## src/rtl/iterative_shifter.sv

```systemverilog
// Multi-cycle barrel-shifter replacement: one bit position per clock for LSL/LSR/ASR/ROR,
// with a one-cycle result pulse, sticky LSL overflow, abort via Module_Enable and synchronous reset.
module iterative_shifter #(
    parameter int DATA_W  = 32,
    parameter int SHAMT_W = 8
) (
    input  logic               Main_CLK,
    input  logic               Main_RST,
    input  logic               Module_Enable,
    input  logic               Start_In,
    input  logic [1:0]         Mode,
    input  logic [DATA_W-1:0]  InputToShift,
    input  logic [SHAMT_W-1:0] ShiftNumber,
    output logic [DATA_W-1:0]  ShiftedOutput,
    output logic               Valid_Output,
    output logic               Busy,
    output logic               Overflow,
    output logic [1:0]         fsm_state
);

    localparam int LOG_W = $clog2(DATA_W);
    localparam int CNT_W = LOG_W + 1;
    localparam int EXT_W = (SHAMT_W > CNT_W) ? SHAMT_W : CNT_W;

    typedef enum logic [1:0] {
        IDLE  = 2'd0,
        SHIFT = 2'd1,
        DONE  = 2'd2
    } state_t;

    localparam logic [1:0] MODE_LSL = 2'b00;
    localparam logic [1:0] MODE_LSR = 2'b01;
    localparam logic [1:0] MODE_ASR = 2'b10;
    localparam logic [1:0] MODE_ROR = 2'b11;

    state_t            state;
    state_t            next_state;
    logic [1:0]        mode_r;
    logic [CNT_W-1:0]  count;
    logic [CNT_W-1:0]  eff_n;
    logic [EXT_W-1:0]  amt_ext;
    logic [DATA_W-1:0] step_val;
    logic              accept;
    logic              do_shift;

    // Handshake: an operation is accepted on a rising edge where state is IDLE and
    // Module_Enable and Start_In are both high; Valid_Output pulses for the single
    // DONE cycle, and Start_In is ignored whenever Busy is high.
    assign amt_ext   = EXT_W'(ShiftNumber);
    assign fsm_state = state;

    // Rotation wraps modulo the width; linear shifts saturate at the full width.
    always_comb begin
        eff_n = '0;
        if (Mode == MODE_ROR) begin
            eff_n = {{(CNT_W-LOG_W){1'b0}}, amt_ext[LOG_W-1:0]};
        end else if (amt_ext >= EXT_W'(DATA_W)) begin
            eff_n = CNT_W'(DATA_W);
        end else begin
            eff_n = amt_ext[CNT_W-1:0];
        end
    end

    always_comb begin
        step_val = ShiftedOutput;
        case (mode_r)
            MODE_LSL: step_val = {ShiftedOutput[DATA_W-2:0], 1'b0};
            MODE_LSR: step_val = {1'b0, ShiftedOutput[DATA_W-1:1]};
            MODE_ASR: step_val = {ShiftedOutput[DATA_W-1], ShiftedOutput[DATA_W-1:1]};
            default:  step_val = {ShiftedOutput[0], ShiftedOutput[DATA_W-1:1]};
        endcase
    end

    // State register; Busy and Valid_Output are registered from the next state.
    always_ff @(posedge Main_CLK) begin
        if (Main_RST) begin
            state        <= IDLE;
            Busy         <= 1'b0;
            Valid_Output <= 1'b0;
        end else begin
            state        <= next_state;
            Busy         <= (next_state != IDLE);
            Valid_Output <= (next_state == DONE);
        end
    end

    always_comb begin
        next_state = state;
        case (state)
            IDLE: begin
                if (accept) begin
                    next_state = (eff_n == '0) ? DONE : SHIFT;
                end
            end
            SHIFT: begin
                if (!Module_Enable) begin
                    next_state = IDLE;
                end else if (count == CNT_W'(1)) begin
                    next_state = DONE;
                end
            end
            default: next_state = IDLE;
        endcase
    end

    always_comb begin
        accept   = 1'b0;
        do_shift = 1'b0;
        case (state)
            IDLE:    accept   = Module_Enable && Start_In;
            SHIFT:   do_shift = Module_Enable;
            default: begin
                accept   = 1'b0;
                do_shift = 1'b0;
            end
        endcase
    end

    // Working register doubles as the visible result and holds after DONE or an abort.
    always_ff @(posedge Main_CLK) begin
        if (Main_RST) begin
            ShiftedOutput <= '0;
            Overflow      <= 1'b0;
            count         <= '0;
            mode_r        <= MODE_LSL;
        end else if (accept) begin
            ShiftedOutput <= InputToShift;
            Overflow      <= 1'b0;
            count         <= eff_n;
            mode_r        <= Mode;
        end else if (do_shift) begin
            ShiftedOutput <= step_val;
            count         <= count - CNT_W'(1);
            if (mode_r == MODE_LSL && ShiftedOutput[DATA_W-1]) begin
                Overflow <= 1'b1;
            end
        end
    end

endmodule

```

## config.mk

```make
export PLATFORM = sky130hd
export DESIGN_NAME = iterative_shifter
export DESIGN_NICKNAME = d
export VERILOG_FILES = /design/src/rtl/iterative_shifter.sv
export SDC_FILE = /design/constraint.sdc
export NUM_CORES = 1
export LEC_CHECK = 0
export CAP_MARGIN = 20
export CORE_ASPECT_RATIO = 0.5
export CORE_MARGIN = 5
export CORE_UTILIZATION = 38
export CTS_CLUSTER_SIZE = 20
export DETAILED_ROUTE_END_ITERATION = 12
export PLACE_DENSITY = 0.75
export SKIP_LAST_GASP = 1
export SLEW_MARGIN = 5
export SYNTH_ARGS = -nofsm -noshare
export SYNTH_HDL_FRONTEND = slang
export SYNTH_SLANG_ARGS = --single-unit
```

## constraint.sdc

```tcl
create_clock -name Main_CLK -period 2.05 [get_ports Main_CLK]
set_clock_uncertainty 0.05 [all_clocks]
set_input_delay 0.41 -clock Main_CLK [delete_from_list [all_inputs] [get_ports Main_CLK]]
set_output_delay 0.41 -clock Main_CLK [all_outputs]
set_load 0.01 [all_outputs]
```

* Yosys cells after proc, flatten, opt, wreduce, memory -nomap -nowiden
Cells that the tools add are included.
Cells by class: div/mod/pow operators 0, equality and inequality tests 7, multipliers 0, bitwise gates (word level) 0, muxes and demuxes 14, reductions and logical operators 10, $lt $le $gt $ge 1, add/sub/neg operators 1, shift operators 0
Operators by type and width (count):
- one-hot mux 32 bit (3 select lines) | 1
- 2-to-1 mux 32 bit | 2
- 2-to-1 mux 6 bit | 4
- greater-or-equal comparator 8 x 6 -> 1 bit (second input constant) | 1
- 2-to-1 mux 2 bit | 4
- equality test 2 bit (second input constant) | 3
- equality test 6 x 1 -> 1 bit (second input constant) | 1
- logical NOT 6 bit | 1
- subtractor 6 x 1 -> 6 bit (second input constant) | 1
- equality test 2 x 1 -> 1 bit (second input constant) | 2
- logical NOT 2 bit | 2
- one-hot mux 2 bit (2 select lines) | 1
- AND reduction 2 bit | 2
- nonzero test 2 bit | 2
- logical AND 1 bit | 2
- 2-to-1 mux 1 bit | 2
- inequality test 2 bit (second input constant) | 1
- OR reduction 2 bit | 1
Storage, ports and cells: output and inout port bits 37, memory bits (writable) 0, memories 0, flip-flop bits (word level) 45, input port bits 46, ROM bits 0, bits in latches 0

* Longest topological paths before layout
Gate-level depths: netlist of the first run.
depth after elaboration 8, gate-level depth with buffers 6, depth with buffers taken out 6

* Worst setup path after synthesis of the first run
Ideal clock, no wire load.
path kind register to register, from register state[1], in the netlist fsm_state[1], to register ShiftedOutput[31], data arrival time 1.517 ns, path slack 0.413 ns, cell stages (with the launch flop) 6, period minus slack after synthesis 1.637 ns, buffers on the path 1, data required time 1.930 ns, library setup time 0.070 ns, cells stage by stage dfxtp_1 -> nand2b_4 -> or2_1 -> buf_6 -> or4_1 -> a21oi_1
Between the ends: longest elaborated chain between the ends 4, elaborated cells between the ends (all ways) 8
Ends and longest elaborated chain:
- start, declared | RTL line 36 | state_t state;
- start signal, assigned | RTL line 81 | state <= next_state;
- logical NOT 2 bit or equality test 2 x 1 -> 1 bit (tied branches) | RTL line 109 | case (state)
- 2-to-1 mux 1 bit | RTL line 109
- inequality test 2 bit (no line) or nonzero test 2 bit (tied branches)
- AND reduction 2 bit (no line)
- end signal, assigned | RTL line 127 | ShiftedOutput <= InputToShift;
- end signal, assigned | RTL line 132 | ShiftedOutput <= step_val;
- end, declared | RTL line 14 | output logic [DATA_W-1:0] ShiftedOutput,
Several ways; a longest one is shown, not always the timed one. A chain may end at the register's enable or synchronous reset.

* Worst setup path in the final report of the first run
from register state[1], in the netlist fsm_state[1], to output port fsm_state[1]
RTL lines:
- end, declared | RTL line 18 | output logic [1:0] fsm_state
No word-level cell between the ends.

==> flow_summary_export.csv, run 1 <==
group,metric,value,unit
timing,layout_min_cycle_time,1.874,ns
cts,h-tree-depth,2,
cts,clkTransAtPathRegs,0.06,ns
placed_design,hpwl,5378,µm
synthesis,netlist_instances,268,
global_route,grt_pass1_wl,11630,µm
floorplan,core,6031,µm²
detailed_routing,vias,2399,
setup_path,endpoint_kind,"primary output",
setup_path,path_buf_inv,1,
job,maxCapViolations,0,
synthesis,ys_top_cells_by_count,"dfxtp_1 (45), nand2_1 (36), a21oi_1 (35)",
synthesis,syn-cell-area,2345,µm²
power,ir_worst_vdd,0.0003028,V
synthesis,synth_edf_count,0,
synthesis,synth.area.top_cells,"dfxtp_1 (38%), mux2_2 (10%), o221ai_1 (7.8%)",
cts,cts_setup_buffers,0,
synthesis,syn_area_per_cell,8.749,µm²
placed_design,dp.cells,436,
cts,insertion_delay,0.28,ns
detailed_routing,wl_per_cell,16.35,µm
timing,finalHoldViolCount,0,
detailed_routing,routed_wl,7258,µm
setup_path,critPathMaxFanout,8,
cells_and_area,num-nets-final,403,
setup_path,crit_chain,"clkdlybuf4s50_1",
synthesis,synth-main-ff-cell,"dfxtp_1",
synthesis,yosysTopAreaCellShare,38.42,%
power,power.density,655.7,nW/µm²
cts,numCtsBuffers,5,
cts,cts_tree,"done",
setup_path,crit_cells,1,
timing,tightest_slew,0.3334,ns
worst_hold_path,holdCritPathClass,"reg2reg",
cells_and_area,diodes,0,
timing,final_max_slew_viol_count,0,
setup_path,slowest_stage,"clkdlybuf4s50_1",
floorplan,dieHeight,65.55,µm
detailed_routing,first_iter_violations,224,
floorplan,placement_rows,20,
worst_hold_path,holdPathStages,2,
detailed_routing,dr.pass1.iters,4,
global_route,overflow,0,
synthesis,synth_most_common_cell,"dfxtp_1",
synthesis,yosysTopAreaCell,"dfxtp_1",
synthesis,async_reset_ff_share,0,%
cells_and_area,drive_gt1_share,14.89,%
floorplan,initial_core_util,38.88,%
placed_design,gp_congestion,0.8593,
synthesis,syn-num-nets,316,
setup_path,cpLargestDelayFamily,"buffers and inverters",
detailed_routing,final_antenna_net_count,0,
cts,clockBufferDepth,2,
global_route,grt_max_degree,36,
cts,cts_resized,0,
setup_path,path_class,"reg2out",
cts,cts_hold_buf,0,
global_route,grt_usage,18.12,%
global_route,antenna_found_initial,0,
floorplan,dieArea,7937,µm²
detailed_routing,drc,0,
synthesis,yosysSeqAreaShare,38.42,%
global_route,grt_pass1_vias,2333,
timing,max_freq,0.5336,GHz
power,power,0.002320,W
synthesis,yosysUniqueCellTypes,38,
setup_path,start_kind,"flop",
power,leakage,1.297,nW
cts,cts_sinks,45,
cells_and_area,stdcell_count,444,
cts,cts_root_buf,"clkbuf_16",
floorplan,die_width,121.1,µm
timing,setup_viol,0,
synthesis,synth_warnings,0,
placed_design,io_buffers,82,
status,status,"completed",
timing,fin_crit_sh,91.43,%
setup_path,r2r.worst_path.cells,5,
timing,rsz0062_at_grt,"no",
setup_path,cp.required,1.59,ns
detailed_routing,via_per_inst,5.403,
timing,slew_headroom,77.46,%
floorplan,design.portCount,83,
setup_path,crit_path_max_incr_delay,0.61,ns
cells_and_area,area.growth.synth_to_final,50.91,%
setup_path,cp.arrival,1.41,ns
synthesis,ys_ff_latch,45,
path summary, 6_finish.rpt:
path	from	endpoint	slack (ns)
worst max register to register	fsm_state[1]	ShiftedOutput[6]	0.40
worst min-delay path	ShiftedOutput[11]	ShiftedOutput[11]	0.44
worst max-delay path	fsm_state[1]	fsm_state[1]	0.18
worst min register to register	ShiftedOutput[11]	ShiftedOutput[11]	0.44
layout make-up:
| class | instances | area, µm² |
|---|---|---|
| clock buffer | 7 | 142.6 |
| clock inverter | 1 | 30.03 |
| fill | 514 | 2492 |
| inverter | 4 | 15.01 |
| multi-input combinational | 195 | 1341 |
| sequential | 45 | 900.9 |
| tap | 88 | 110.1 |
| timing repair buffer | 104 | 998.5 |
cell usage in the layout, fill, tap and decap left out, types with 2 or more instances in the layout:
cell type / netlist / final
or4_1: 2 / 2
xnor2_1: 3 / 3
buf_4: 1 / 21
a21oi_1: 35 / 35
dfxtp_1: 45 / 45
nand2_1: 36 / 36
mux2_2: 21 / 21
nor3_1: 5 / 5
a22oi_1: 3 / 3
mux2i_1: 9 / 9
nor2_1: 19 / 18
or3_1: 3 / 3
a211oi_1: 5 / 5
o221ai_1: 21 / 21
nor3b_1: 5 / 5
a211o_1: 9 / 9
clkbuf_16: 0 / 5
ha_1: 2 / 2
clkdlybuf4s50_1: 0 / 82
inv_1: 4 / 4
o21ai_0: 2 / 2
state kept, by name (all words and copies together), names as in the netlist:
signal and flops:
Busy 1, Overflow 1, ShiftedOutput 32, Valid_Output 1, count 6, fsm_state 2
mode_r 2
where the power goes:
group          internal, W  switching (W)
clock network     0.000609       0.000331
registers         0.000910      0.0000385
logic             0.000239       0.000193
total              0.00176       0.000562
layer usage:
| metal | wire [µm] | vias to the layer above | share of wire (%) | GRT usage [%] |
|---|---|---|---|---|
| met3 | 380 | 9 | 5.2 | 3.611 |
| met2 | 3677 | 67 | 51 | 31.86 |
| li1 | - | 1168 | - | - |
| met1 | 3131 | 1155 | 43 | 22.57 |
| met5 | 0 | - | 0 | 0 |
| met4 | 68 | 0 | 0.94 | 5.508 |
per-stage QoR:
step / utilization, % / TNS, ns / setup WS [ns] / instance area, µm² / hold slack, ns
CTS: 58.67 / 0 / 0.1865 / 3538 / 0.4423
global placement: 55.81 / -0.05815 / -0.02078 / 3366 / 0.4213
detailed placement: 55.81 / -0.3302 / -0.05431 / 3366 / 0.4336
floorplan: - / 0 / 0.4128 / 2345 / 0.4034
finish: 58.67 / 0 / 0.1758 / 3538 / 0.4436
global route: 58.67 / 0 / 0.1027 / 3538 / 0.4632
kinds of logic after synthesis:
| kind of cell | count (synthesis) | share of synthesized area, % |
|---|---|---|
| multiplexers | 30 | 13.93 |
| adder cells (fa/ha/maj) | 2 | 1.067 |
| flip-flops | 45 | 38.42 |
| buffers and inverters | 28 | 5.336 |
| AO/OA/AOI/OAI | 80 | 23.48 |
| AND/OR/NAND/NOR | 79 | 16.28 |
| XOR/XNOR | 4 | 1.494 |
(Power assumes the default switching activity.)
==> run 2: changes to the inputs <==
--- a/config.mk
+++ b/config.mk
@@ -6,12 +6,12 @@
 export NUM_CORES = 1
 export LEC_CHECK = 0
 export CAP_MARGIN = 20
-export CORE_ASPECT_RATIO = 0.5
 export CORE_MARGIN = 5
 export CORE_UTILIZATION = 38
 export CTS_CLUSTER_SIZE = 20
 export DETAILED_ROUTE_END_ITERATION = 12
-export PLACE_DENSITY = 0.75
+export DONT_BUFFER_PORTS = 1
+export PLACE_DENSITY = 0.58
 export SKIP_LAST_GASP = 1
 export SLEW_MARGIN = 5
 export SYNTH_ARGS = -nofsm -noshare
==> run 2 against run 1 <==
  * Count of clock-buffer cells in the layout is 1 lower
  * Critical path type is now reg2reg
  * First-iteration DRC count shrank 30%
  * Largest cell class unchanged
  * Non-clock buffer count is 94 lower
  * Global-route usage decreased by 0.85 points
==> flow_summary_export.csv, run 2 (same netlist as run 1, synthesis figures left out) <==
group,metric,value,unit
cells_and_area,multiInputGateArea,1344,µm²
power,ir_worst_vdd,0.0002875,V
cells_and_area,area.growth.synth_to_final,9.232,%
setup_path,cp-endpoint,"ShiftedOutput[7]",
detailed_routing,wl_per_cell,19.37,µm
setup_path,cp.arrival,2.01,ns
power,power.density,749.6,nW/µm²
detailed_routing,vias,2008,
floorplan,dieArea,7841,µm²
setup_path,critPathMaxFanout,14,
setup_path,r2r.worst_path.cells,4,
setup_path,critPathLaunch,"fsm_state[0]",
cts,h-tree-depth,2,
cts,cts_sinks,45,
floorplan,initial_core_util,39.37,%
timing,finalSetupTns,0,ns
detailed_routing,drc,0,
global_route,grt_max_degree,47,
job,maxCapViolations,0,
power,leakage,0.9058,nW
setup_path,crit_path_max_incr_delay,0.68,ns
cells_and_area,num-nets-final,309,
global_route,grt_usage,17.27,%
setup_path,cp.required,2.23,ns
timing,final_max_slew_viol_count,0,
cells_and_area,seq_area,900.9,µm²
floorplan,placement_rows,28,
cts,cts_root_buf,"clkbuf_8",
cts,cts_hold_buf,0,
setup_path,start_kind,"flop",
cells_and_area,layout_common_cells,"dfxtp_1 (45), nand2_1 (36), a21oi_1 (35)",
setup_path,path_buf_inv,1,
setup_path,cpLargestDelayFamily,"simple AND/OR/NAND/NOR gates",
global_route,overflow,0,
timing,slew_headroom,52.14,%
cells_and_area,utilization,43.00,%
floorplan,core,5956,µm²
detailed_routing,final_antenna_net_count,0,
cts,numCtsBuffers,5,
setup_path,endpoint_kind,"flop",
timing,max_freq,0.5463,GHz
floorplan,design.portCount,83,
setup_path,slowest_stage,"and3b_1",
timing,tightest_slew,0.7179,ns
cells_and_area,final_common_cell,"dfxtp_1",
setup_path,crit_chain,"and3b_1 > buf_12 > o221ai_1 > a21oi_1",
timing,setup_viol,0,
cts,cts_setup_buffers,0,
placed_design,dp_slack,0.2849,ns
timing,layout_min_cycle_time,1.831,ns
setup_path,r2r_start,"fsm_state[0]",
global_route,grt_pass1_vias,1953,
setup_path,path_class,"reg2reg",
setup_path,crit_cells,4,
placed_design,hpwl,4381,µm
detailed_routing,first_iter_violations,157,
global_route,antenna_found_initial,0,
cells_and_area,fill_cells,604,
floorplan,die_width,88.55,µm
setup_path,r2r_slack,0.22,ns
global_route,grt_pass1_wl,10580,µm
placed_design,io_buffers,0,
cts,clkTransAtPathRegs,0.09,ns
detailed_routing,dr.pass1.iters,4,
cells_and_area,top_regs,"ShiftedOutput x32, count x6",
detailed_routing,routed_wl,6527,µm
timing,fin_crit_sh,89.30,%
cells_and_area,largest_reg_flops,32,
setup_path,r2r-end,"ShiftedOutput[7]",
status,status,"completed",
cts,cts_resized,0,
cells_and_area,drive_gt1_share,16.41,%
cts,cts_tree,"done",
timing,finalHoldViolCount,0,
detailed_routing,via_per_inst,5.958,
floorplan,dieHeight,88.55,µm
worst_hold_path,holdCritPathClass,"in2reg",
cells_and_area,diodes,0,
cts,clockBufferDepth,2,
timing,fin_ws,0.2194,ns
cells_and_area,top_register,"ShiftedOutput",
placed_design,gp_congestion,0.7304,
timing,rsz0062_at_grt,"no",
cts,insertion_delay,0.30,ns
[run 2: worst min path at each step]
stage / startpoint / endpoint / slack, ns / cells after the start
floorplan: mode_r[1] / mode_r[1] / 0.40 / 2
global placement: Main_RST / count[3] / 0.44 / 1
detailed placement: Main_RST / ShiftedOutput[6] / 0.44 / 1
CTS: Main_RST / ShiftedOutput[13] / 0.11 / 1
global route: Main_RST / ShiftedOutput[11] / 0.10 / 1
finish: Main_RST / ShiftedOutput[6] / 0.12 / 1
[run 2: worst register-to-register path: stages, from the launching register on]
cell	delay (ns)
dfxtp_1	0.52
and3b_1	0.68
buf_12	0.23
o221ai_1	0.12
a21oi_1	0.17
[run 2: per-stage QoR]
step | hold slack (ns) | cells | total power (W) | area, µm²
final | 0.1214 | 337 | 0.001920 | 2561
after CTS | 0.1102 | 337 | 0.001942 | 2561
after detailed placement | 0.4393 | 329 | 0.001228 | 2441
after floorplan | 0.4034 | 268 | 0.001175 | 2345
after global routing | 0.1010 | 337 | 0.002009 | 2561
after global placement | 0.4358 | 329 | 0.001228 | 2441
[run 2: metal layers]
metal,track usage (%),vias to the layer above,wire length (µm)
met5,0,-,0
met2,25.42,58,2931
met3,7.542,8,569
met4,4.533,0,75
li1,-,974,-
met1,23.16,968,2950
[run 2: where the power goes]
group | total, W | internal [W] | switching, W | leakage [nW]
sequential | 0.000961 | 0.000909 | 0.0000516 | 0.366
clock | 0.000712 | 0.000397 | 0.000315 | 0.0574
combinational | 0.000247 | 0.000112 | 0.000135 | 0.483
[run 2: cell type report]
cell class                 instances  area share, %
clock inverter                     2          1.466
clock buffer                       6          3.224
timing repair buffer              10          3.420
tap                               75          3.664
sequential                        45          35.17
inverter                           4         0.5862
multi-input combinational        195          52.47
